### config.mk
export PLATFORM = sky130hd
export DESIGN_NAME = pwm_decoder_flat
export DESIGN_NICKNAME = d
export VERILOG_FILES = /design/src/rtl/pwm_decoder_if.sv /design/src/rtl/pwm_decoder.sv /design/src/flat_wrapper.sv
export SDC_FILE = /design/constraint.sdc
export NUM_CORES = 1
export LEC_CHECK = 0
export ABC_CLOCK_PERIOD_IN_PS = 2600
export CAP_MARGIN = 40
export CORE_MARGIN = 1
export CORE_UTILIZATION = 56
export CTS_BUF_LIST = sky130_fd_sc_hd__clkbuf_16
export DETAILED_ROUTE_END_ITERATION = 16
export PLACE_DENSITY = 0.87
export SETUP_SLACK_MARGIN = 0.15
export SLEW_MARGIN = 20
export SYNTH_ARGS = -nofsm -noshare
export SYNTH_HDL_FRONTEND = slang
export SYNTH_SLANG_ARGS = --single-unit
### constraint.sdc
create_clock -name clk -period 2.6 [get_ports clk]
set_input_delay 0.78 -clock clk [delete_from_list [all_inputs] [get_ports clk]]
set_output_delay 0.78 -clock clk [all_outputs]
set_load 0.05 [all_outputs]
### src/rtl/pwm_decoder_if.sv
// PWM measurement bus: the raw PWM input plus the decoded duty code and status.
interface pwm_decoder_if #(
  parameter int unsigned PWM_WIDTH = 4
);
  logic                 pwm_in;
  logic [PWM_WIDTH-1:0] duty;
  logic                 duty_valid;
  logic                 locked;

  modport master (output pwm_in, input duty, duty_valid, locked);
  modport slave  (input pwm_in, output duty, duty_valid, locked);
endinterface

### src/rtl/pwm_decoder.sv
// Measures an incoming PWM waveform and reports duty as floor(high/period * 2^W),
// with stuck-high/stuck-low detection by timeout.
module pwm_decoder #(
  parameter int unsigned CLK_HZ          = 12_000_000,
  parameter int unsigned PWM_PERIOD_US   = 100,
  parameter int unsigned PWM_WIDTH       = 4,
  parameter int unsigned PWM_TICKS       = CLK_HZ * PWM_PERIOD_US / 1_000_000,
  parameter int unsigned TIMEOUT_PERIODS = 4,
  parameter int unsigned CNT_W           = $clog2(PWM_TICKS * TIMEOUT_PERIODS + 1)
) (
  input  logic         clk,
  input  logic         rst,
  pwm_decoder_if.slave bus
);
  localparam int unsigned      W       = PWM_WIDTH;
  localparam int unsigned      DCW     = $clog2(W + 1);
  localparam logic [CNT_W-1:0] LIMIT   = CNT_W'(PWM_TICKS * TIMEOUT_PERIODS);
  localparam logic [CNT_W-1:0] MIN_DEN = CNT_W'(W + 3);

  typedef enum logic [1:0] {ST_IDLE, ST_MEASURE, ST_DIVIDE, ST_STUCK} state_t;

  state_t           state_q, state_d;
  logic             sync1_q, sync1_d, s_q, s_d, s_prev_q, s_prev_d;
  logic [CNT_W-1:0] period_cnt_q, period_cnt_d;
  logic [CNT_W-1:0] high_cnt_q, high_cnt_d;
  logic [CNT_W-1:0] den_q, den_d;
  logic [CNT_W:0]   rem_q, rem_d, rem_sub;
  logic [W:0]       quo_q, quo_d, quo_step;
  logic [DCW-1:0]   div_cnt_q, div_cnt_d;
  logic [W-1:0]     duty_q, duty_d;
  logic             duty_valid_q, duty_valid_d;
  logic             locked_q, locked_d;
  logic             rise, fall, timeout, rem_ge, go_stuck;

  always_comb begin
    sync1_d  = bus.pwm_in;
    s_d      = sync1_q;
    s_prev_d = s_q;
    rise     = s_q & ~s_prev_q;
    fall     = ~s_q & s_prev_q;
    timeout  = (period_cnt_q == LIMIT);

    if (rise) begin
      period_cnt_d = CNT_W'(1);
      high_cnt_d   = CNT_W'(s_q);
    end else begin
      period_cnt_d = (period_cnt_q == '1) ? period_cnt_q : period_cnt_q + CNT_W'(1);
      high_cnt_d   = (s_q && high_cnt_q != '1) ? high_cnt_q + CNT_W'(1) : high_cnt_q;
    end

    // high <= period, so the quotient fits W+1 bits and the numerator's low W
    // zero bits are supplied by shifting the remainder; one bit per cycle.
    rem_ge   = (rem_q >= {1'b0, den_q});
    rem_sub  = rem_ge ? rem_q - {1'b0, den_q} : rem_q;
    quo_step = (quo_q << 1) | (W + 1)'(rem_ge);

    state_d      = state_q;
    den_d        = den_q;
    rem_d        = rem_q;
    quo_d        = quo_q;
    div_cnt_d    = div_cnt_q;
    duty_d       = duty_q;
    duty_valid_d = 1'b0;
    locked_d     = locked_q;
    go_stuck     = 1'b0;

    unique case (state_q)
      ST_IDLE: begin
        if (rise)         state_d = ST_MEASURE;
        else if (timeout) go_stuck = 1'b1;
      end
      ST_MEASURE: begin
        if (rise) begin
          if (period_cnt_q < MIN_DEN) begin
            locked_d = 1'b0;
          end else begin
            den_d     = period_cnt_q;
            rem_d     = {1'b0, high_cnt_q};
            quo_d     = '0;
            div_cnt_d = DCW'(W);
            state_d   = ST_DIVIDE;
          end
        end else if (timeout) begin
          go_stuck = 1'b1;
        end
      end
      ST_DIVIDE: begin
        rem_d     = rem_sub << 1;
        quo_d     = quo_step;
        div_cnt_d = div_cnt_q - DCW'(1);
        if (div_cnt_q == '0) begin
          duty_d       = quo_step[W] ? '1 : quo_step[W-1:0];
          duty_valid_d = 1'b1;
          locked_d     = 1'b1;
          state_d      = ST_MEASURE;
        end
      end
      ST_STUCK: begin
        if (rise) begin
          state_d = ST_MEASURE;
        end else if (fall) begin
          duty_d       = '0;
          duty_valid_d = 1'b1;
        end
      end
      default: state_d = ST_IDLE;
    endcase

    if (go_stuck) begin
      duty_d       = s_q ? '1 : '0;
      duty_valid_d = 1'b1;
      locked_d     = 1'b0;
      state_d      = ST_STUCK;
    end
  end

  always_ff @(posedge clk or negedge rst) begin
    if (!rst) begin
      state_q      <= ST_IDLE;
      sync1_q      <= 1'b0;
      s_q          <= 1'b0;
      s_prev_q     <= 1'b0;
      period_cnt_q <= '0;
      high_cnt_q   <= '0;
      den_q        <= '0;
      rem_q        <= '0;
      quo_q        <= '0;
      div_cnt_q    <= '0;
      duty_q       <= '0;
      duty_valid_q <= 1'b0;
      locked_q     <= 1'b0;
    end else begin
      state_q      <= state_d;
      sync1_q      <= sync1_d;
      s_q          <= s_d;
      s_prev_q     <= s_prev_d;
      period_cnt_q <= period_cnt_d;
      high_cnt_q   <= high_cnt_d;
      den_q        <= den_d;
      rem_q        <= rem_d;
      quo_q        <= quo_d;
      div_cnt_q    <= div_cnt_d;
      duty_q       <= duty_d;
      duty_valid_q <= duty_valid_d;
      locked_q     <= locked_d;
    end
  end

  assign bus.duty       = duty_q;
  assign bus.duty_valid = duty_valid_q;
  assign bus.locked     = locked_q;
endmodule

### src/flat_wrapper.sv
// flat-port wrapper written by rule: the top's interface ports become plain ports
module pwm_decoder_flat 
#(
  parameter int unsigned CLK_HZ          = 12_000_000,
  parameter int unsigned PWM_PERIOD_US   = 100,
  parameter int unsigned PWM_WIDTH       = 4,
  parameter int unsigned PWM_TICKS       = CLK_HZ * PWM_PERIOD_US / 1_000_000,
  parameter int unsigned TIMEOUT_PERIODS = 4,
  parameter int unsigned CNT_W           = $clog2(PWM_TICKS * TIMEOUT_PERIODS + 1)
)
  (clk, rst, bus_pwm_in, bus_duty, bus_duty_valid, bus_locked);
  pwm_decoder_if #(.PWM_WIDTH(PWM_WIDTH)) bus_i ();
  input  logic clk;
  input  logic rst;
  input wire logic [$bits(bus_i.pwm_in)-1:0] bus_pwm_in;
  output wire logic [$bits(bus_i.duty)-1:0] bus_duty;
  output wire logic [$bits(bus_i.duty_valid)-1:0] bus_duty_valid;
  output wire logic [$bits(bus_i.locked)-1:0] bus_locked;
  assign bus_i.pwm_in = bus_pwm_in;
  assign bus_duty = bus_i.duty;
  assign bus_duty_valid = bus_i.duty_valid;
  assign bus_locked = bus_i.locked;
  pwm_decoder #(.CLK_HZ(CLK_HZ), .PWM_PERIOD_US(PWM_PERIOD_US), .PWM_WIDTH(PWM_WIDTH), .PWM_TICKS(PWM_TICKS), .TIMEOUT_PERIODS(TIMEOUT_PERIODS), .CNT_W(CNT_W)) u_core (.clk(clk), .rst(rst), .bus(bus_i));
endmodule
==> impl_metrics.json, run 1 <==
{
  "status": "completed",
  "syn-num-nets": 478,
  "die_area_um2": 7970,
  "ys_warn_count": 0,
  "drtIter0Drc": 329,
  "viasPerCell": 6.34,
  "setup_tns_ns": 0,
  "hp-class": "reg2reg",
  "setup_viol": 0,
  "track_usage_pct": 27.8,
  "io_pins": 9,
  "hpwlAfterDp_mm": 7.15,
  "synth_cell_types": 67,
  "slew_headroom_pct": 59.2,
  "fin_worst_skew_ns": 0.00998,
  "rsz0062_at_grt": "yes",
  "syn_area_per_cell_um2": 9.44,
  "async_reset_ff_share_pct": 100,
  "min_path_cells": 0,
  "postRouteAntennaNets": 0,
  "layout-drive-gt1-share_pct": 15.5,
  "io_buffers": 8,
  "holdBufCountCts": 0,
  "grt_max_degree": 26,
  "final_cell_area_um2": 4920,
  "layout_common_cells": "dfrtp_1 (71), nand2_1 (39), nor2_1 (35), inv_1 (29), a21oi_1 (28)",
  "drc_errors": 0,
  "firstDrtPassIters": 5,
  "fin_crit_ns": 2.44,
  "end_kind": "flip-flop",
  "worst_pin_slew_ns": 0.609,
  "clock_path_buffers": 2,
  "coreArea_um2": 7290,
  "yosysSeqAreaShare_pct": 41.6,
  "synth_edf_count": 0,
  "cts_made_buffers": 9,
  "die_h_um": 89.3,
  "globalRouteOverflowTotal": 0,
  "final-hold-violation-count": 0,
  "dpl_cell_area_um2": 4490,
  "area_growth_pct": 15.4,
  "synth_ff_type": "dfrtp_1",
  "rows": 31,
  "htreeDepth": 3,
  "fmax_ghz": 0.410,
  "start_util_pct": 58.5,
  "root_buffer": "clkbuf_16",
  "gp_congestion": 0.933,
  "crit_type": "reg2reg",
  "cts.sinks": 71,
  "final_nets": 498,
  "maxSlewViolCount": 0,
  "critPathLaunchType": "flip-flop",
  "vias": 3650,
  "drv_cap": 0,
  "final_common_cell": "dfrtp_1",
  "required_ns": 2.81,
  "worstPathMaxFanout": 8,
  "synth_area_um2": 4270,
  "synthCells": 452,
  "finalCritPeriodShare_pct": 93.7,
  "drt-total-wl_mm": 10.5,
  "grt_pass1_vias": 3476,
  "wl_per_cell_um": 18.3,
  "cp.arrival_ns": 2.65,
  "r2r_cells": 10,
  "grt_first_pass_wirelength_mm": 16.6,
  "ys_ff_latch": 71,
  "fp.dieW_um": 89.3,
  "clk_latency_ns": 0.34,
  "cts_tree": "yes",
  "diodes": 0,
  "cts.reportedPaths.clkPinSlew_ns": 0.06,
  "grt_antenna_before_repair": 0
}
==> per-stage QoR <==
| step | utilization [%] | hold slack [ns] | instances | worst slack, ns |
|---|---|---|---|---|
| 2_1_floorplan | - | 0.331 | 452 | 0.159 |
| 3_3_place_gp | 61.6 | 0.332 | 554 | 0.201 |
| 3_5_place_dp | 61.6 | 0.339 | 554 | 0.123 |
| 4_1_cts | 66.5 | 0.353 | 570 | 0.159 |
| 5_1_grt | 67.5 | 0.355 | 576 | 0.0731 |
| 6_report | 67.5 | 0.352 | 576 | 0.164 |
==> worst max-delay path: stages, from the launching register on <==
cell	delay, ns
dfrtp_1	0.35
inv_1	0.05
ha_2	0.19
fa_2	0.35
and2b_2	0.26
o2111ai_4	0.12
a311oi_2	0.35
or2_4	0.21
buf_12	0.14
mux2i_1	0.21
o21ai_1	0.08
==> synth_stat cells (3+ instances only) <==
cell type / instances / share of area [%]
mux2_2: 11 / 2.9
ha_1: 22 / 6.5
nor2b_1: 5 / 0.73
and3_1: 4 / 0.59
nand2_1: 39 / 3.4
a31oi_1: 8 / 1.2
and4_1: 3 / 0.62
or3_1: 3 / 0.44
buf_6: 3 / 0.79
mux2i_1: 6 / 1.4
or2_2: 3 / 0.44
clkbuf_1: 9 / 0.79
o21ai_0: 22 / 2.6
a211oi_1: 3 / 0.53
nor2_1: 35 / 3.1
xnor2_1: 9 / 1.8
nand3_1: 12 / 1.4
or2_1: 3 / 0.44
o21ai_1: 17 / 2.0
xor2_1: 16 / 3.3
a21oi_1: 28 / 3.3
dfrtp_1: 71 / 42
buf_2: 6 / 0.70
inv_1: 29 / 2.6
nor3_1: 11 / 1.3
nand4_1: 10 / 1.5
nor3b_1: 16 / 2.8
==> state kept, by name, indices dropped and copies added (netlist names) <==
register and cells:
u_core.rem_q 14, u_core.den_q 13, u_core.high_cnt_q 13, u_core.period_cnt_q 13, u_core.bus.duty 4, u_core.quo_q 4, u_core.div_cnt_q 3, u_core.state_q 2
u_core.bus.duty_valid 1, u_core.bus.locked 1, u_core.s_d 1, u_core.s_prev_d 1, u_core.s_prev_q 1
==> worst paths after layout <==
kind / slack [ns] / end / startpoint
max: 0.16 / u_core.rem_q[7] / u_core.rem_q[0]
min: 0.35 / u_core.s_prev_d / u_core.s_d
max reg2reg: 0.16 / u_core.rem_q[7] / u_core.rem_q[0]
min reg2reg: 0.35 / u_core.s_prev_d / u_core.s_d
max in group asynchronous: 1.64 / u_core.period_cnt_q[7] / rst
min in group asynchronous: 0.38 / u_core.s_d / rst
==> metal layers <==
layer	routed length (um)	vias up	GRT usage (%)	part of all wire, %
li1	-	1663	-	-
met1	4420	1805	35.0	42
met2	5160	141	45.9	49
met3	534	41	5.72	5.1
met4	411	0	13.4	3.9
met5	0	-	0	0
==> layout make-up <==
| type | count | area, um^2 |
|---|---|---|
| Clock inverter | 7 | 128 |
| Sequential cell | 71 | 1780 |
| Timing Repair Buffer | 28 | 254 |
| Inverter | 29 | 109 |
| Fill cell | 546 | 2370 |
| Multi-Input combinational cell | 333 | 2310 |
| Clock buffer | 9 | 225 |
| Tap cell | 99 | 124 |
==> kinds of logic (layout without fill, tap and decap cells) <==
kind of cell | after synthesis | count (layout) | synth area share (%)
buf+inv | 48 | 73 | 5.31
fa+ha+maj | 23 | 23 | 6.92
flops | 71 | 71 | 41.6
compound gates | 114 | 114 | 17.9
xor+xnor | 25 | 25 | 5.13
mux | 17 | 17 | 4.31
simple gates | 154 | 154 | 18.8
==> repair_timing <==
action / CTS / global route
setup buffers: 0 / 6
setup endpoints to repair: 11 / 14
pin swaps: 1 / 5
gates cloned: 0 / 0
gates resized for setup: 1 / 8
Power of run 1 is left out: the tool's default activity adds up to more than one toggle a clock period on the data nets, which glitch-free logic cannot reach.
==> run 2: changes to the inputs <==
--- a/config.mk
+++ b/config.mk
@@ -7,8 +7,10 @@
 export LEC_CHECK = 0
 export ABC_CLOCK_PERIOD_IN_PS = 2600
 export CAP_MARGIN = 40
+export CELL_PAD_IN_SITES_DETAIL_PLACEMENT = 0
+export CELL_PAD_IN_SITES_GLOBAL_PLACEMENT = 1
 export CORE_MARGIN = 1
-export CORE_UTILIZATION = 56
+export CORE_UTILIZATION = 44
 export CTS_BUF_LIST = sky130_fd_sc_hd__clkbuf_16
 export DETAILED_ROUTE_END_ITERATION = 16
 export PLACE_DENSITY = 0.87
==> impl_metrics.json, run 2 (synthesized netlist as in run 1, its figures left out) <==
{
  "cts_tree": "yes",
  "crit_type": "reg2reg",
  "drtIter0Drc": 157,
  "status": "completed",
  "area_growth_pct": 14.9,
  "firstDrtPassIters": 4,
  "globalRouteOverflowTotal": 0,
  "final_common_cell": "dfrtp_1",
  "setup_viol": 0,
  "diodes": 0,
  "rows": 35,
  "clk_latency_ns": 0.33,
  "end_kind": "flip-flop",
  "htreeDepth": 3,
  "setup_tns_ns": 0,
  "wl_per_cell_um": 16.0,
  "grt_pass1_vias": 3279,
  "rsz0062_at_grt": "yes",
  "slew_headroom_pct": 55.2,
  "r2r_start": "u_core.rem_q[0]",
  "grt_first_pass_wirelength_mm": 16.2,
  "fp.dieW_um": 100,
  "reg2reg_to": "u_core.rem_q[11]",
  "die_area_um2": 10100,
  "io_pins": 9,
  "worst_pin_slew_ns": 0.669,
  "layout-drive-gt1-share_pct": 15.2,
  "cts_made_buffers": 9,
  "postRouteAntennaNets": 0,
  "grt_max_degree": 72,
  "cts.sinks": 71,
  "critPathLaunchType": "flip-flop",
  "vias": 3411,
  "start_util_pct": 45.7,
  "cts.reportedPaths.clkPinSlew_ns": 0.06,
  "drt-total-wl_mm": 9.73,
  "drc_errors": 0,
  "cp.arrival_ns": 2.58,
  "track_usage_pct": 20.6,
  "largest_reg_flops": 14,
  "worstPathMaxFanout": 4,
  "final-hold-violation-count": 0,
  "r2r_cells": 11,
  "clock_path_buffers": 2,
  "maxSlewViolCount": 0,
  "fin_crit_ns": 2.39,
  "grt_antenna_before_repair": 0,
  "top_register": "u_core.rem_q",
  "hpwlAfterDp_mm": 6.98,
  "whs_endpoint": "u_core.s_prev_d",
  "coreArea_um2": 9330,
  "finalCritPeriodShare_pct": 91.8,
  "root_buffer": "clkbuf_16",
  "min_path_cells": 0,
  "required_ns": 2.79,
  "ff2ff_setup_slack_ns": 0.21,
  "layout_common_cells": "dfrtp_1 (71), nand2_1 (39), nor2_1 (35), inv_1 (28), a21oi_1 (27)",
  "hp-class": "reg2reg",
  "drv_cap": 0,
  "io_buffers": 8,
  "fmax_ghz": 0.419,
  "final_nets": 500,
  "die_h_um": 100,
  "fin_worst_skew_ns": 0.00689,
  "gp_congestion": 0.872,
  "viasPerCell": 5.61,
  "min_from": "u_core.s_d"
}
[run 2: area by class of cell]
cell class,count,area [um^2]
Fill cell,870,4430
Multi-Input combinational cell,333,2320
Sequential cell,71,1780
Timing Repair Buffer,30,273
Clock buffer,9,225
Tap cell,129,161
Inverter,29,109
Clock inverter,7,38.8
[run 2: through the flow]
stage	setup slack, ns	utilization, %	cells	hold WS [ns]	instance area [um^2]
5_1_grt	0.0606	52.6	608	0.364	4900
3_3_place_gp	0.157	48.7	586	0.333	4550
4_1_cts	0.159	51.6	602	0.348	4810
2_1_floorplan	0.159	-	452	0.331	4280
6_report	0.213	52.6	608	0.348	4900
3_5_place_dp	0.103	48.7	586	0.335	4550
[run 2: repair_timing]
item | 4_1_cts | 5_1_grt
pin swaps | 1 | 3
hold buffers | 0 | 0
resized for setup | 1 | 12
endpoints found under the setup margin | 10 | 16
buffers inserted | 0 | 6
[run 2: how the worst max path moves through the flow]
stage / start / slack [ns] / cells past startpoint / end
after floorplan: u_core.rem_q[0] / 0.16 / 11 / u_core.rem_q[5]
after global placement: u_core.rem_q[0] / 0.16 / 10 / u_core.rem_q[9]
after detailed placement: u_core.rem_q[0] / 0.10 / 10 / u_core.rem_q[9]
after CTS: u_core.rem_q[0] / 0.16 / 10 / u_core.rem_q[9]
after global routing: u_core.rem_q[0] / 0.06 / 10 / u_core.rem_q[9]
final: u_core.rem_q[0] / 0.21 / 11 / u_core.rem_q[11]
[run 2: critical path, cell delays in order, from the launching register on]
cell,delay [ns]
dfrtp_1,0.38
inv_2,0.06
ha_4,0.16
fa_2,0.34
and2b_2,0.26
o2111ai_4,0.12
a311oi_2,0.33
buf_4,0.18
buf_4,0.10
nor3b_1,0.05
a31oi_2,0.16
o221ai_2,0.11
[run 2: routing by layer]
metal | GRT usage (%) | share of wire (%) | up-vias
li1 | - | - | 1672
met1 | 28.3 | 47 | 1669
met2 | 33.0 | 47 | 59
met3 | 3.61 | 4.0 | 11
met4 | 7.13 | 1.4 | 0
met5 | 0 | 0 | -
Power of run 2 is left out for the same reason.
==> run 3: changes to the inputs <==
--- a/config.mk
+++ b/config.mk
@@ -10,10 +10,10 @@
 export CELL_PAD_IN_SITES_DETAIL_PLACEMENT = 0
 export CELL_PAD_IN_SITES_GLOBAL_PLACEMENT = 1
 export CORE_MARGIN = 1
-export CORE_UTILIZATION = 44
+export CORE_UTILIZATION = 40
 export CTS_BUF_LIST = sky130_fd_sc_hd__clkbuf_16
 export DETAILED_ROUTE_END_ITERATION = 16
-export PLACE_DENSITY = 0.87
+export PLACE_DENSITY = 0.81
 export SETUP_SLACK_MARGIN = 0.15
 export SLEW_MARGIN = 20
 export SYNTH_ARGS = -nofsm -noshare
==> impl_metrics.json, run 3 (synthesized netlist as in run 1, its figures left out) <==
{
  "postRouteAntennaNets": 0,
  "io_pins": 9,
  "globalRouteOverflowTotal": 0,
  "drv_cap": 0,
  "slew_headroom_pct": 60.0,
  "dpl_cell_area_um2": 4530,
  "finalCritPeriodShare_pct": 92.1,
  "rows": 37,
  "cts_made_buffers": 9,
  "hpwlAfterDp_mm": 7.23,
  "final-hold-violation-count": 0,
  "final_nets": 497,
  "crit_chain": "inv_1, ha_2, fa_2, and2b_2, o2111ai_4, a311oi_2, buf_4, nor2_1, a311oi_1, o21ai_1",
  "cts.sinks": 71,
  "drc_errors": 0,
  "required_ns": 2.80,
  "start_util_pct": 41.3,
  "layout-drive-gt1-share_pct": 14.1,
  "crit_buf_inv": 2,
  "worst_path_max_delay_cell": "dfrtp_1",
  "gr-usage-met3_pct": 4.33,
  "fill_cells": 964,
  "track_usage_pct": 19.2,
  "fin_worst_skew_ns": 0.00426,
  "maxSlewViolCount": 0,
  "rsz0062_at_grt": "yes",
  "die_h_um": 105,
  "io_buffers": 8,
  "viasPerCell": 5.57,
  "end_kind": "flip-flop",
  "post-place-cells": 592,
  "path_delay_family": "compound AO/OA/AOI/OAI gates",
  "drtIter0Drc": 186,
  "fin_crit_ns": 2.39,
  "status": "completed",
  "crit_type": "reg2reg",
  "die_area_um2": 11100,
  "vias": 3395,
  "wl_per_cell_um": 16.1,
  "worst_pin_slew_ns": 0.597,
  "setup_viol": 0,
  "htreeDepth": 3,
  "cts_tree": "yes",
  "coreArea_um2": 10300,
  "setup_tns_ns": 0,
  "cts.reportedPaths.clkPinSlew_ns": 0.05,
  "grt_pass1_vias": 3404,
  "instances_no_fill": 610,
  "critPathLaunchType": "flip-flop",
  "grt_antenna_before_repair": 0,
  "final_cell_area_um2": 4850,
  "largest_reg_flops": 14,
  "hp-class": "reg2reg",
  "gp_congestion": 0.862,
  "clk_latency_ns": 0.33,
  "diodes": 0,
  "use_met2_pct": 30.4,
  "clock_path_buffers": 2,
  "grt_first_pass_wirelength_mm": 16.8,
  "root_buffer": "clkbuf_16",
  "drt-total-wl_mm": 9.80,
  "top_register": "u_core.rem_q",
  "grtUsageMet1_pct": 25.9,
  "grt_max_degree": 72,
  "gr-max-usage-layer": "met2",
  "layout_common_cells": "dfrtp_1 (71), nand2_1 (39), nor2_1 (35), inv_1 (31), a21oi_1 (27)",
  "worstPathMaxFanout": 5,
  "cp.arrival_ns": 2.59,
  "final_common_cell": "dfrtp_1",
  "fmax_ghz": 0.418,
  "firstDrtPassIters": 4,
  "fp.dieW_um": 105,
  "worst_path_largest_cell_delay_ns": 0.36,
  "area_growth_pct": 13.6
}
-- run 3: worst paths after layout --
path	from	to	slack, ns	cells past startpoint
setup / recovery	u_core.rem_q[0]	u_core.rem_q[8]	0.21	10
hold / removal	u_core.s_d	u_core.s_prev_d	0.36	0
setup reg to reg	u_core.rem_q[0]	u_core.rem_q[8]	0.21	10
hold reg to reg	u_core.s_d	u_core.s_prev_d	0.36	0
max in group asynchronous	rst	u_core.s_d	1.83	2
min in group asynchronous	rst	u_core.rem_q[8]	0.47	2
-- run 3: area by class of cell --
class	instances	area (um^2)	area share (%)
clock inverters	5	20.0	0.413
well taps	136	170	3.51
multi-input cells	333	2310	47.6
flip-flops and latches	71	1780	36.6
repair buffers	27	238	4.90
inverters	29	109	2.25
clock buffers	9	225	4.65
-- run 3: what timing repair did --
action / 4_1_cts / 5_1_grt
gates resized for setup: 1 / 10
setup endpoints to repair: 9 / 17
setup buffers: 0 / 4
hold buffers: 0 / 0
pin swaps: 1 / 6
-- run 3: per-layer routing --
layer,part of all wire [%],routed length [um],vias to the layer above
met5,0,0,-
met4,1.6,161,0
met3,3.1,303,14
met2,47,4600,51
met1,48,4730,1666
li1,-,-,1664
-- run 3: metrics by stage --
stage	setup WS (ns)	util (%)	hold WS, ns
floorplan	0.159	-	0.331
global placement	0.152	43.9	0.337
detailed placement	0.100	43.9	0.345
CTS	0.155	46.3	0.358
global route	0.0460	47.0	0.362
finish	0.206	47.0	0.357
Power of run 3 is left out for the same reason.
